**config.mk**
```make
export PLATFORM = sky130hd
export DESIGN_NAME = tlb
export DESIGN_NICKNAME = d
export VERILOG_FILES = /design/src/rtl/tlb_pkg.sv /design/src/rtl/tlb_match.sv /design/src/rtl/tlb.sv
export SDC_FILE = /design/constraint.sdc
export NUM_CORES = 2
export LEC_CHECK = 0
export ABC_AREA = 0
export BUFFER_PORTS_ARGS = -buffer_cell sky130_fd_sc_hd__buf_2
export CORE_UTILIZATION = 24
export CTS_CLUSTER_DIAMETER = 80
export CTS_CLUSTER_SIZE = 12
export DETAILED_ROUTE_END_ITERATION = 16
export MAX_ROUTING_LAYER = met4
export PLACE_DENSITY_LB_ADDON = 0.05
export SYNTH_ARGS = -nofsm -noshare
export SYNTH_HDL_FRONTEND = slang
export SYNTH_SLANG_ARGS = --single-unit
```
**constraint.sdc**
```tcl
create_clock -name clk -period 8.1 [get_ports clk]
set_input_delay 1.62 -clock clk [delete_from_list [all_inputs] [get_ports clk]]
set_output_delay 1.62 -clock clk [all_outputs]
set_load 0.02 [all_outputs]
```
**src/rtl/tlb_pkg.sv**
```systemverilog
// Shared widths, page-pair payload, INVTLB op codes and page-size constants for the TLB.
package tlb_pkg;

  localparam int unsigned VPPN_W = 19;
  localparam int unsigned PPN_W  = 20;
  localparam int unsigned PS_W   = 6;
  localparam int unsigned ASID_W = 10;
  localparam int unsigned PLV_W  = 2;
  localparam int unsigned MAT_W  = 2;
  localparam int unsigned OP_W   = 5;

  // Supported page sizes (log2 of page bytes)
  localparam logic [PS_W-1:0] PS_4K = 6'd12;
  localparam logic [PS_W-1:0] PS_2M = 6'd21;

  // INVTLB operation codes
  localparam logic [OP_W-1:0] INVTLB_ALL0     = 5'd0;
  localparam logic [OP_W-1:0] INVTLB_ALL1     = 5'd1;
  localparam logic [OP_W-1:0] INVTLB_G1       = 5'd2;
  localparam logic [OP_W-1:0] INVTLB_G0       = 5'd3;
  localparam logic [OP_W-1:0] INVTLB_ASID     = 5'd4;
  localparam logic [OP_W-1:0] INVTLB_ASID_VA  = 5'd5;
  localparam logic [OP_W-1:0] INVTLB_GASID_VA = 5'd6;

  // One half of the even/odd page pair
  typedef struct packed {
    logic [PPN_W-1:0] ppn;
    logic [PLV_W-1:0] plv;
    logic [MAT_W-1:0] mat;
    logic             d;
    logic             v;
  } tlb_page_t;

  // VPPN compare: 4K pages use the full VPPN, 2M pages ignore VPPN[8:0], other sizes never hit
  function automatic logic vppn_hit(input logic [PS_W-1:0]   ps,
                                    input logic [VPPN_W-1:0] ent,
                                    input logic [VPPN_W-1:0] key);
    logic hit;
    hit = 1'b0;
    if (ps == PS_4K) begin
      hit = (ent == key);
    end else if (ps == PS_2M) begin
      hit = (ent[VPPN_W-1:9] == key[VPPN_W-1:9]);
    end
    return hit;
  endfunction

endpackage

```
**src/rtl/tlb_match.sv**
```systemverilog
// One combinational TLB search port: per-entry match, lowest-index priority pick, page select.
module tlb_match
  import tlb_pkg::*;
#(
  parameter  int unsigned N   = 16,
  localparam int unsigned IDX = $clog2(N)
) (
  input  logic [VPPN_W-1:0]         key_vppn,
  input  logic                      key_bit12,
  input  logic [ASID_W-1:0]         key_asid,
  input  logic [N-1:0]              ent_e,
  input  logic [N-1:0]              ent_g,
  input  logic [N-1:0][VPPN_W-1:0]  ent_vppn,
  input  logic [N-1:0][PS_W-1:0]    ent_ps,
  input  logic [N-1:0][ASID_W-1:0]  ent_asid,
  input  tlb_page_t [N-1:0]         ent_p0,
  input  tlb_page_t [N-1:0]         ent_p1,
  output logic [N-1:0]              match,
  output logic                      found,
  output logic [IDX-1:0]            index,
  output logic [PS_W-1:0]           ps,
  output tlb_page_t                 page
);

  logic odd;

  // Per-entry match: enabled, ASID or global, and VPPN compare at the entry's page size
  always_comb begin
    match = '0;
    for (int i = 0; i < int'(N); i++) begin
      match[i] = ent_e[i] && (ent_g[i] || (ent_asid[i] == key_asid)) &&
                 vppn_hit(ent_ps[i], ent_vppn[i], key_vppn);
    end
  end

  // Priority encoder; scanning downward leaves the lowest hitting index as the winner
  always_comb begin
    found = 1'b0;
    index = '0;
    for (int i = int'(N) - 1; i >= 0; i--) begin
      if (match[i]) begin
        found = 1'b1;
        index = IDX'(i);
      end
    end
  end

  // Odd/even page select of the winning entry; everything zero on a miss
  always_comb begin
    ps   = '0;
    page = '0;
    odd  = 1'b0;
    if (found) begin
      ps   = ent_ps[index];
      odd  = (ent_ps[index] == PS_4K) ? key_bit12 : key_vppn[8];
      page = odd ? ent_p1[index] : ent_p0[index];
    end
  end

endmodule

```
**src/rtl/tlb.sv**
```systemverilog
// Fully-associative TLB: flop storage, write/read port, two search ports, INVTLB.
module tlb
  import tlb_pkg::*;
#(
  parameter  int unsigned TLBNUM = 16,
  localparam int unsigned IDX    = $clog2(TLBNUM)
) (
  input  logic              clk,
  input  logic              reset,
  // search port 0 (fetch)
  input  logic [VPPN_W-1:0] s0_vppn,
  input  logic              s0_va_bit12,
  input  logic [ASID_W-1:0] s0_asid,
  output logic              s0_found,
  output logic [IDX-1:0]    s0_index,
  output logic [PPN_W-1:0]  s0_ppn,
  output logic [PS_W-1:0]   s0_ps,
  output logic [PLV_W-1:0]  s0_plv,
  output logic [MAT_W-1:0]  s0_mat,
  output logic              s0_d,
  output logic              s0_v,
  // search port 1 (load/store, TLBSRCH, INVTLB key)
  input  logic [VPPN_W-1:0] s1_vppn,
  input  logic              s1_va_bit12,
  input  logic [ASID_W-1:0] s1_asid,
  output logic              s1_found,
  output logic [IDX-1:0]    s1_index,
  output logic [PPN_W-1:0]  s1_ppn,
  output logic [PS_W-1:0]   s1_ps,
  output logic [PLV_W-1:0]  s1_plv,
  output logic [MAT_W-1:0]  s1_mat,
  output logic              s1_d,
  output logic              s1_v,
  // invalidation
  input  logic              invtlb_valid,
  input  logic [OP_W-1:0]   invtlb_op,
  // write port
  input  logic              we,
  input  logic [IDX-1:0]    w_index,
  input  logic              w_e,
  input  logic [VPPN_W-1:0] w_vppn,
  input  logic [PS_W-1:0]   w_ps,
  input  logic [ASID_W-1:0] w_asid,
  input  logic              w_g,
  input  logic [PPN_W-1:0]  w_ppn0,
  input  logic [PLV_W-1:0]  w_plv0,
  input  logic [MAT_W-1:0]  w_mat0,
  input  logic              w_d0,
  input  logic              w_v0,
  input  logic [PPN_W-1:0]  w_ppn1,
  input  logic [PLV_W-1:0]  w_plv1,
  input  logic [MAT_W-1:0]  w_mat1,
  input  logic              w_d1,
  input  logic              w_v1,
  // read port
  input  logic [IDX-1:0]    r_index,
  output logic              r_e,
  output logic [VPPN_W-1:0] r_vppn,
  output logic [PS_W-1:0]   r_ps,
  output logic [ASID_W-1:0] r_asid,
  output logic              r_g,
  output logic [PPN_W-1:0]  r_ppn0,
  output logic [PLV_W-1:0]  r_plv0,
  output logic [MAT_W-1:0]  r_mat0,
  output logic              r_d0,
  output logic              r_v0,
  output logic [PPN_W-1:0]  r_ppn1,
  output logic [PLV_W-1:0]  r_plv1,
  output logic [MAT_W-1:0]  r_mat1,
  output logic              r_d1,
  output logic              r_v1
);

  logic [TLBNUM-1:0]              e_q, e_d;
  logic [TLBNUM-1:0]              g_q, g_d;
  logic [TLBNUM-1:0][VPPN_W-1:0]  vppn_q, vppn_d;
  logic [TLBNUM-1:0][PS_W-1:0]    ps_q, ps_d;
  logic [TLBNUM-1:0][ASID_W-1:0]  asid_q, asid_d;
  tlb_page_t [TLBNUM-1:0]         p0_q, p0_d;
  tlb_page_t [TLBNUM-1:0]         p1_q, p1_d;

  logic [TLBNUM-1:0] s0_match_unused;
  logic [TLBNUM-1:0] s1_match;
  logic [TLBNUM-1:0] asid_eq;
  logic [TLBNUM-1:0] inv_sel;
  tlb_page_t         s0_page, s1_page, w_p0, w_p1;

  assign w_p0 = '{ppn: w_ppn0, plv: w_plv0, mat: w_mat0, d: w_d0, v: w_v0};
  assign w_p1 = '{ppn: w_ppn1, plv: w_plv1, mat: w_mat1, d: w_d1, v: w_v1};

  tlb_match #(.N(TLBNUM)) u_s0 (
    .key_vppn  (s0_vppn),
    .key_bit12 (s0_va_bit12),
    .key_asid  (s0_asid),
    .ent_e     (e_q),
    .ent_g     (g_q),
    .ent_vppn  (vppn_q),
    .ent_ps    (ps_q),
    .ent_asid  (asid_q),
    .ent_p0    (p0_q),
    .ent_p1    (p1_q),
    .match     (s0_match_unused),
    .found     (s0_found),
    .index     (s0_index),
    .ps        (s0_ps),
    .page      (s0_page)
  );

  tlb_match #(.N(TLBNUM)) u_s1 (
    .key_vppn  (s1_vppn),
    .key_bit12 (s1_va_bit12),
    .key_asid  (s1_asid),
    .ent_e     (e_q),
    .ent_g     (g_q),
    .ent_vppn  (vppn_q),
    .ent_ps    (ps_q),
    .ent_asid  (asid_q),
    .ent_p0    (p0_q),
    .ent_p1    (p1_q),
    .match     (s1_match),
    .found     (s1_found),
    .index     (s1_index),
    .ps        (s1_ps),
    .page      (s1_page)
  );

  assign s0_ppn = s0_page.ppn;
  assign s0_plv = s0_page.plv;
  assign s0_mat = s0_page.mat;
  assign s0_d   = s0_page.d;
  assign s0_v   = s0_page.v;
  assign s1_ppn = s1_page.ppn;
  assign s1_plv = s1_page.plv;
  assign s1_mat = s1_page.mat;
  assign s1_d   = s1_page.d;
  assign s1_v   = s1_page.v;

  // Raw read mux, independent of E and of any matching
  assign r_e    = e_q[r_index];
  assign r_vppn = vppn_q[r_index];
  assign r_ps   = ps_q[r_index];
  assign r_asid = asid_q[r_index];
  assign r_g    = g_q[r_index];
  assign r_ppn0 = p0_q[r_index].ppn;
  assign r_plv0 = p0_q[r_index].plv;
  assign r_mat0 = p0_q[r_index].mat;
  assign r_d0   = p0_q[r_index].d;
  assign r_v0   = p0_q[r_index].v;
  assign r_ppn1 = p1_q[r_index].ppn;
  assign r_plv1 = p1_q[r_index].plv;
  assign r_mat1 = p1_q[r_index].mat;
  assign r_d1   = p1_q[r_index].d;
  assign r_v1   = p1_q[r_index].v;

  // Per-entry ASID equality against port 1's key, used by the ASID-qualified ops
  always_comb begin
    asid_eq = '0;
    for (int i = 0; i < int'(TLBNUM); i++) begin
      asid_eq[i] = (asid_q[i] == s1_asid);
    end
  end

  // Entries whose E bit this INVTLB clears; ops 5/6 reuse port 1's match (E=0 entries are moot)
  always_comb begin
    inv_sel = '0;
    if (invtlb_valid) begin
      case (invtlb_op)
        INVTLB_ALL0, INVTLB_ALL1: inv_sel = '1;
        INVTLB_G1:                inv_sel = g_q;
        INVTLB_G0:                inv_sel = ~g_q;
        INVTLB_ASID:              inv_sel = ~g_q & asid_eq;
        INVTLB_ASID_VA:           inv_sel = ~g_q & s1_match;
        INVTLB_GASID_VA:          inv_sel = s1_match;
        default:                  inv_sel = '0;
      endcase
    end
  end

  // Next-state: invalidation first, then a same-cycle write overrides its own entry
  always_comb begin
    e_d    = e_q & ~inv_sel;
    g_d    = g_q;
    vppn_d = vppn_q;
    ps_d   = ps_q;
    asid_d = asid_q;
    p0_d   = p0_q;
    p1_d   = p1_q;
    if (we) begin
      e_d[w_index]    = w_e;
      g_d[w_index]    = w_g;
      vppn_d[w_index] = w_vppn;
      ps_d[w_index]   = w_ps;
      asid_d[w_index] = w_asid;
      p0_d[w_index]   = w_p0;
      p1_d[w_index]   = w_p1;
    end
  end

  // Entry storage; reset clears every field asynchronously
  always_ff @(posedge clk or negedge reset) begin
    if (!reset) begin
      e_q    <= '0;
      g_q    <= '0;
      vppn_q <= '0;
      ps_q   <= '0;
      asid_q <= '0;
      p0_q   <= '0;
      p1_q   <= '0;
    end else begin
      e_q    <= e_d;
      g_q    <= g_d;
      vppn_q <= vppn_d;
      ps_q   <= ps_d;
      asid_q <= asid_d;
      p0_q   <= p0_d;
      p1_q   <= p1_d;
    end
  end

endmodule

```
Yosys cells after proc, flatten, opt, wreduce, memory -nomap -nowiden --
Index checks and enable logic that the tools add are counted.
Storage, ports and cells: flip-flop bits (word level) 1424, input bits 166, output and inout bits 163
Operators by class: multiplexer cells 182, bitwise logic cells 5, order comparisons 5, reduce and logical (&&, ||, !) cells 99, equal/unequal tests 136
Operators with widths (number):
- 416-bit bitwise mux | 2
- 10-bit == test | 64
- 26-bit binary-select mux with 4-bit select | 6
- 19-bit == test | 32
- 304-bit bitwise mux | 1
- 26-bit 2-to-1 mux | 11
- 160-bit bitwise mux | 1
- 4-bit 2-to-1 mux | 32
- 6-bit by 4-bit == test with 1-bit output (second input constant) | 18
- 26-bit demux with 4-bit select | 1
- 1-bit 2-to-1 mux | 101
- 96-bit bitwise mux | 1
- 6-bit by 5-bit == test with 1-bit output (second input constant) | 16
- 16-bit one-hot mux with 6 select lines | 1
- 19-bit binary-select mux with 4-bit select | 1
- 19-bit demux with 4-bit select | 1
- 6-bit binary-select mux with 4-bit select | 3
- 1-bit logical AND | 65
- 16-bit AND | 3
- 10-bit binary-select mux with 4-bit select | 1
- 10-bit demux with 4-bit select | 1
- 19-bit 2-to-1 mux | 2
- 6-bit 2-to-1 mux | 6
- 16-bit bitwise mux | 2
- 14 further kinds | 55

Logic depth before layout (Yosys ltp) --
word-level depth 26, depth in mapped cells 20, mapped depth without buffers 14

Modules after synthesis --
Synthesis repeated with hierarchy kept, for this count alone.
Unflattened totals: cell total of the unflattened synthesis 8650, area, all modules 99924.6 µm²
Modules (own cells, without submodules):
- tlb | instances 1, cells each 4054, seq. area each 35634.2 µm², area each 66044.6 µm²
- tlb_match | instances 2, cells each 2298, seq. area each 0.0 µm², area each 16940.0 µm²

Worst setup path after synthesis --
Ideal clock, no wire load.
kind input -> output, start in s1_vppn[15], end out s1_ppn[15], setup slack 0.943 ns, stages 17, arrival time 5.537 ns, cells stage by stage buf_4 > xor2_1 > or4b_1 > nor4_2 > or3b_1 > a21oi_1 > a211o_2 > a21o_4 > buf_6 > mux2i_1 > mux2i_1 > a22o_1 > a21o_1 > o31a_4 > buf_6 > or3_1 > a21oi_1
Between the ends: word-level cells in the longest chain between the ends 26, elaborated cells between the ends (all ways) 122
Ends and longest elaborated chain:
- start: declaration | line tlb.sv:23 | input logic [VPPN_W-1:0] s1_vppn,
- 10-bit == test | line tlb_pkg.sv:43 | hit = (ent[VPPN_W-1:9] == key[VPPN_W-1:9]);
- 1-bit 2-to-1 mux | line tlb_pkg.sv:42 | end else if (ps == PS_2M) begin
- 1-bit 2-to-1 mux | line tlb_pkg.sv:40 | if (ps == PS_4K) begin
- 1-bit logical AND | line tlb_match.sv:31 | match[i] = ent_e[i] && (ent_g[i] || (ent_asid[i] == key_asid)) &&
- 4-bit 2-to-1 mux (16 in a row) | line tlb_match.sv:41 | if (match[i]) begin
- 6-bit binary-select mux with 4-bit select | line tlb_match.sv:55 | odd = (ent_ps[index] == PS_4K) ? key_bit12 : key_vppn[8];
- 6-bit 2-to-1 mux (implied by the code) | line tlb_match.sv:55
- 6-bit by 4-bit == test with 1-bit output | line tlb_match.sv:55
- 1-bit 2-to-1 mux | line tlb_match.sv:55
- 26-bit 2-to-1 mux | line tlb_match.sv:56 | page = odd ? ent_p1[index] : ent_p0[index];
- 26-bit 2-to-1 mux * | line tlb_match.sv:53 | if (found) begin
- end: declaration | line tlb.sv:28 | output logic [PPN_W-1:0] s1_ppn,
Mark *: on every way between the ends. The rest lies on a longest branch, timed or not. The select of a mux whose other input is x is not followed.

Worst setup path in the final report --
start in s0_asid[0], end out s0_ppn[10]
Between the ends: word-level cells in the longest chain between the ends 26, elaborated cells between the ends (all ways) 106
Ends and longest elaborated chain:
- start: declaration | line tlb.sv:13 | input logic [ASID_W-1:0] s0_asid,
- 10-bit == test | line tlb_match.sv:31
- 1-bit logical OR | line tlb_match.sv:31
- 1-bit logical AND (2 in a row) | line tlb_match.sv:31
- 4-bit 2-to-1 mux (16 in a row) | line tlb_match.sv:41
- 6-bit binary-select mux with 4-bit select | line tlb_match.sv:55
- 6-bit 2-to-1 mux (implied by the code) | line tlb_match.sv:55
- 6-bit by 4-bit == test with 1-bit output | line tlb_match.sv:55
- 1-bit 2-to-1 mux | line tlb_match.sv:55
- 26-bit 2-to-1 mux | line tlb_match.sv:56
- 26-bit 2-to-1 mux * | line tlb_match.sv:53
- end: declaration | line tlb.sv:16 | output logic [PPN_W-1:0] s0_ppn,
Marks and branches as above.

==> flow_summary.ini <==
[status]
outcome = finished, violations left
violations = negative setup slack

[drt]
initialDrtViolationCount = 6135
drt_wl_total_um = 500000
post_drt_wl_per_cell_um = 34.5
ant_nets = 0
drt_pass1_iterations = 6
drcViolationCount = 0
avgViaCountPerCell = 5.30
vias = 76764

[setup_path]
r2r_cells = 11
crit_top_cell = buf_4
r2r-end = e_q[1]
crit_slowest_cell = nor4_4
path_buf_inv = 13
endpoint_kind = primary output
r2r-start = ps_q[9]
cp-start-kind = primary input
criticalPathCategory = in -> out
reg2reg_slack_ps = 4290
crit_family = buffers and inverters
critical_path.max_fanout = 10
cp_slowest_stage_delay_ps = 410
arrival_ps = 6750
required_ps = 6480

[pwr]
intPower_mw = 17.3
peakVddDrop_mv = 0.154
netSwitchingFraction = 0.369
power_density_nw_per_um2 = 234
comb_power_share = 0.307
power.total_mw = 27.5
p_seq_frac = 0.409
clockPowerShare = 0.285
leakagePower_nw = 47.0
p_switching_mw = 10.1

[place]
io_buffer_count = 324
dpl.hpwl_um = 339000
placed_cells = 14133
place_ws_ps = -1820
gp_congestion = 0.922

[clock_tree]
tritoncts = built
clkTransAtPathRegs_ps = 60
cts.sinks = 1424
postCtsHoldBufs = 0
clock_path_buffers = 4
clock_latency_ps = 890
cts-htree-levels = 4
cts-buffers-inserted = 164
ctsRootBufferMaster = clkbuf_16

[timing]
fin_crit_sh = 1.03
rsz0062_at_grt = yes
fin_crit_ps = 8370
max_freq_mhz = 119
hold_viol_final = 0
setup_slack_ps = -273
worst_pin_slew_ps = 1280
skew_ps = 90.2
slew_headroom = 0.147
setup_tns_ps = -4960
drv_slew = 0
setup_viol = 43

[min_path]
hold-path-endpoint = ps_q[62]
hold_depth = 1
hold_path.class = reg -> reg
worstHoldStart = ps_q[62]

[cells_and_area]
stdcell_count = 14497
num-nets-final = 9321
regArea_um2 = 35600
fill_cells = 40285
layout-drive-gt1-share = 0.408
syn2layout_area_growth_pct = 24.0
multiInputGateArea_um2 = 58000
fin_util = 0.299

[global_routing]
grt_first_pass_wirelength_um = 688000
grt_usage = 0.253
grt_remaining_overflow = 0
grt_pass1_vias = 77472
grt_max_degree = 135
antenna_found_initial = 47

[logic_synthesis]
syn_area_um2 = 94600
postSynthCellCount = 8506
synthDistinctLibCells = 88
ys_seq_area_frac = 0.377
synth-main-ff-cell = dfrtp_1
synth_seq_cells = 1424
synth-edff-count = 0
synthArstFlopShare = 1.00
postSynthAreaPerCell_um2 = 11.1
yosys_warnings = 0

[job]
cap_violations = 0

[die]
die_area_um2 = 397000
rows = 230
fp.dieW_um = 630
ios = 329
start_util = 0.241
coreArea_um2 = 393000
die_height_um = 630
==> sequential cells by signal (all words and copies together), names as in the netlist <==
register,cells
g_q,16
e_q,16
p1_q,416
asid_q,160
p0_q,416
ps_q,96
vppn_q,304
==> cells in the mapped netlist (80+ instances only) <==
cell / instances / area (um^2)
dfrtp_1: 1424 / 35600
nor3_1: 80 / 400
a211oi_1: 321 / 2410
a211o_1: 82 / 718
and2_1: 209 / 1310
mux2_2: 1436 / 16200
xor2_1: 724 / 6340
mux4_2: 445 / 10000
nor2_1: 129 / 484
o21ai_0: 130 / 651
xnor2_1: 204 / 1790
o211ai_1: 129 / 968
nand4_1: 94 / 588
nand2_1: 824 / 3090
mux2i_1: 310 / 3100
a21oi_1: 272 / 1360
nor4_1: 204 / 1280
clkbuf_1: 552 / 2070
nand3_1: 216 / 1080
buf_2: 142 / 711
==> placed cells by master (no fill, tap or decap), types with 52 or more instances in the layout <==
cell / instances
a211o_1: 77
a211oi_1: 309
a21oi_1: 228
and2_1: 208
and3_1: 53
buf_12: 173
buf_2: 239
buf_4: 754
buf_6: 75
clkbuf_16: 169
dfrtp_1: 1424
mux2_2: 1435
mux2i_1: 307
mux4_2: 445
nand2_1: 824
nand3_1: 199
nand4_1: 94
nor2_1: 110
nor3_1: 62
nor4_1: 138
nor4_2: 52
o211ai_1: 129
o21ai_0: 109
xnor2_1: 181
xor2_1: 705
==> stage by stage <==
stage | area (um^2) | hold slack [ps]
floorplan | 94700 | 488
global placement | 108000 | 509
detailed placement | 108000 | 513
CTS | 116000 | 527
global route | 117000 | 558
finish | 117000 | 526
==> routing by layer <==
metal	track usage	routed length, um	up-vias	part of all wire
li1	-	-	32787	-
met1	0.331	222000	40986	0.44
met2	0.414	240000	2409	0.48
met3	0.0240	20200	582	0.040
met4	0.0757	17600	0	0.035
met5	-	0	-	0
==> cell type report <==
cell class / count / area share
sequential: 1424 / 0.304
inverter: 17 / 0.000544
tap: 5220 / 0.0556
clock inverter: 59 / 0.00675
timing repair buffer: 1274 / 0.101
clock buffer: 200 / 0.0378
antenna: 29 / 0.000618
multi-input combinational: 6274 / 0.494
==> power by group through the flow <==
stage	Combinational, mW	Sequential (mW)	Clock [mW]
3_3_place_gp	8.06	11.2	0
5_1_grt	9.00	11.4	8.33
4_1_cts	8.37	11.1	8.11
3_5_place_dp	8.07	11.3	0
6_report	8.43	11.2	7.82
2_1_floorplan	5.22	10.2	0
==> worst max path at each step <==
stage                 from         end  slack, ps  depth (start not counted)
4_1_cts         s0_asid[0]  s0_ppn[16]       -240                         28
2_1_floorplan  s1_vppn[15]  s1_ppn[15]        940                         17
5_1_grt         s0_asid[0]  s0_ppn[11]       -330                         28
3_5_place_dp    s0_asid[5]   s0_ppn[6]      -1820                         24
6_report        s0_asid[0]  s0_ppn[10]       -270                         26
3_3_place_gp    s0_asid[2]   s0_ppn[6]      -1960                         25
==> kinds of logic (layout without fill, tap and decap cells) <==
| group | Yosys count | after routing | synth area share |
|---|---|---|---|
| DFF | 1424 | 1424 | 0.377 |
| xor gates and xnor gates | 928 | 928 | 0.0859 |
| AOI/OAI and AO/OA | 1138 | 1138 | 0.0843 |
| other | 1 | 33 | 0.0000396 |
| and+or+nand+nor | 2011 | 2011 | 0.107 |
| buffers and inverters | 811 | 1550 | 0.0368 |
| muxes | 2193 | 2193 | 0.310 |
==> repair_timing <==
action	CTS	global route
setup buffers	39	31
gates cloned	9	3
endpoints found under the setup margin	54	52
gates resized for setup	382	215
pin swaps	77	85
No activity file was read; power rests on OpenSTA's default activity.
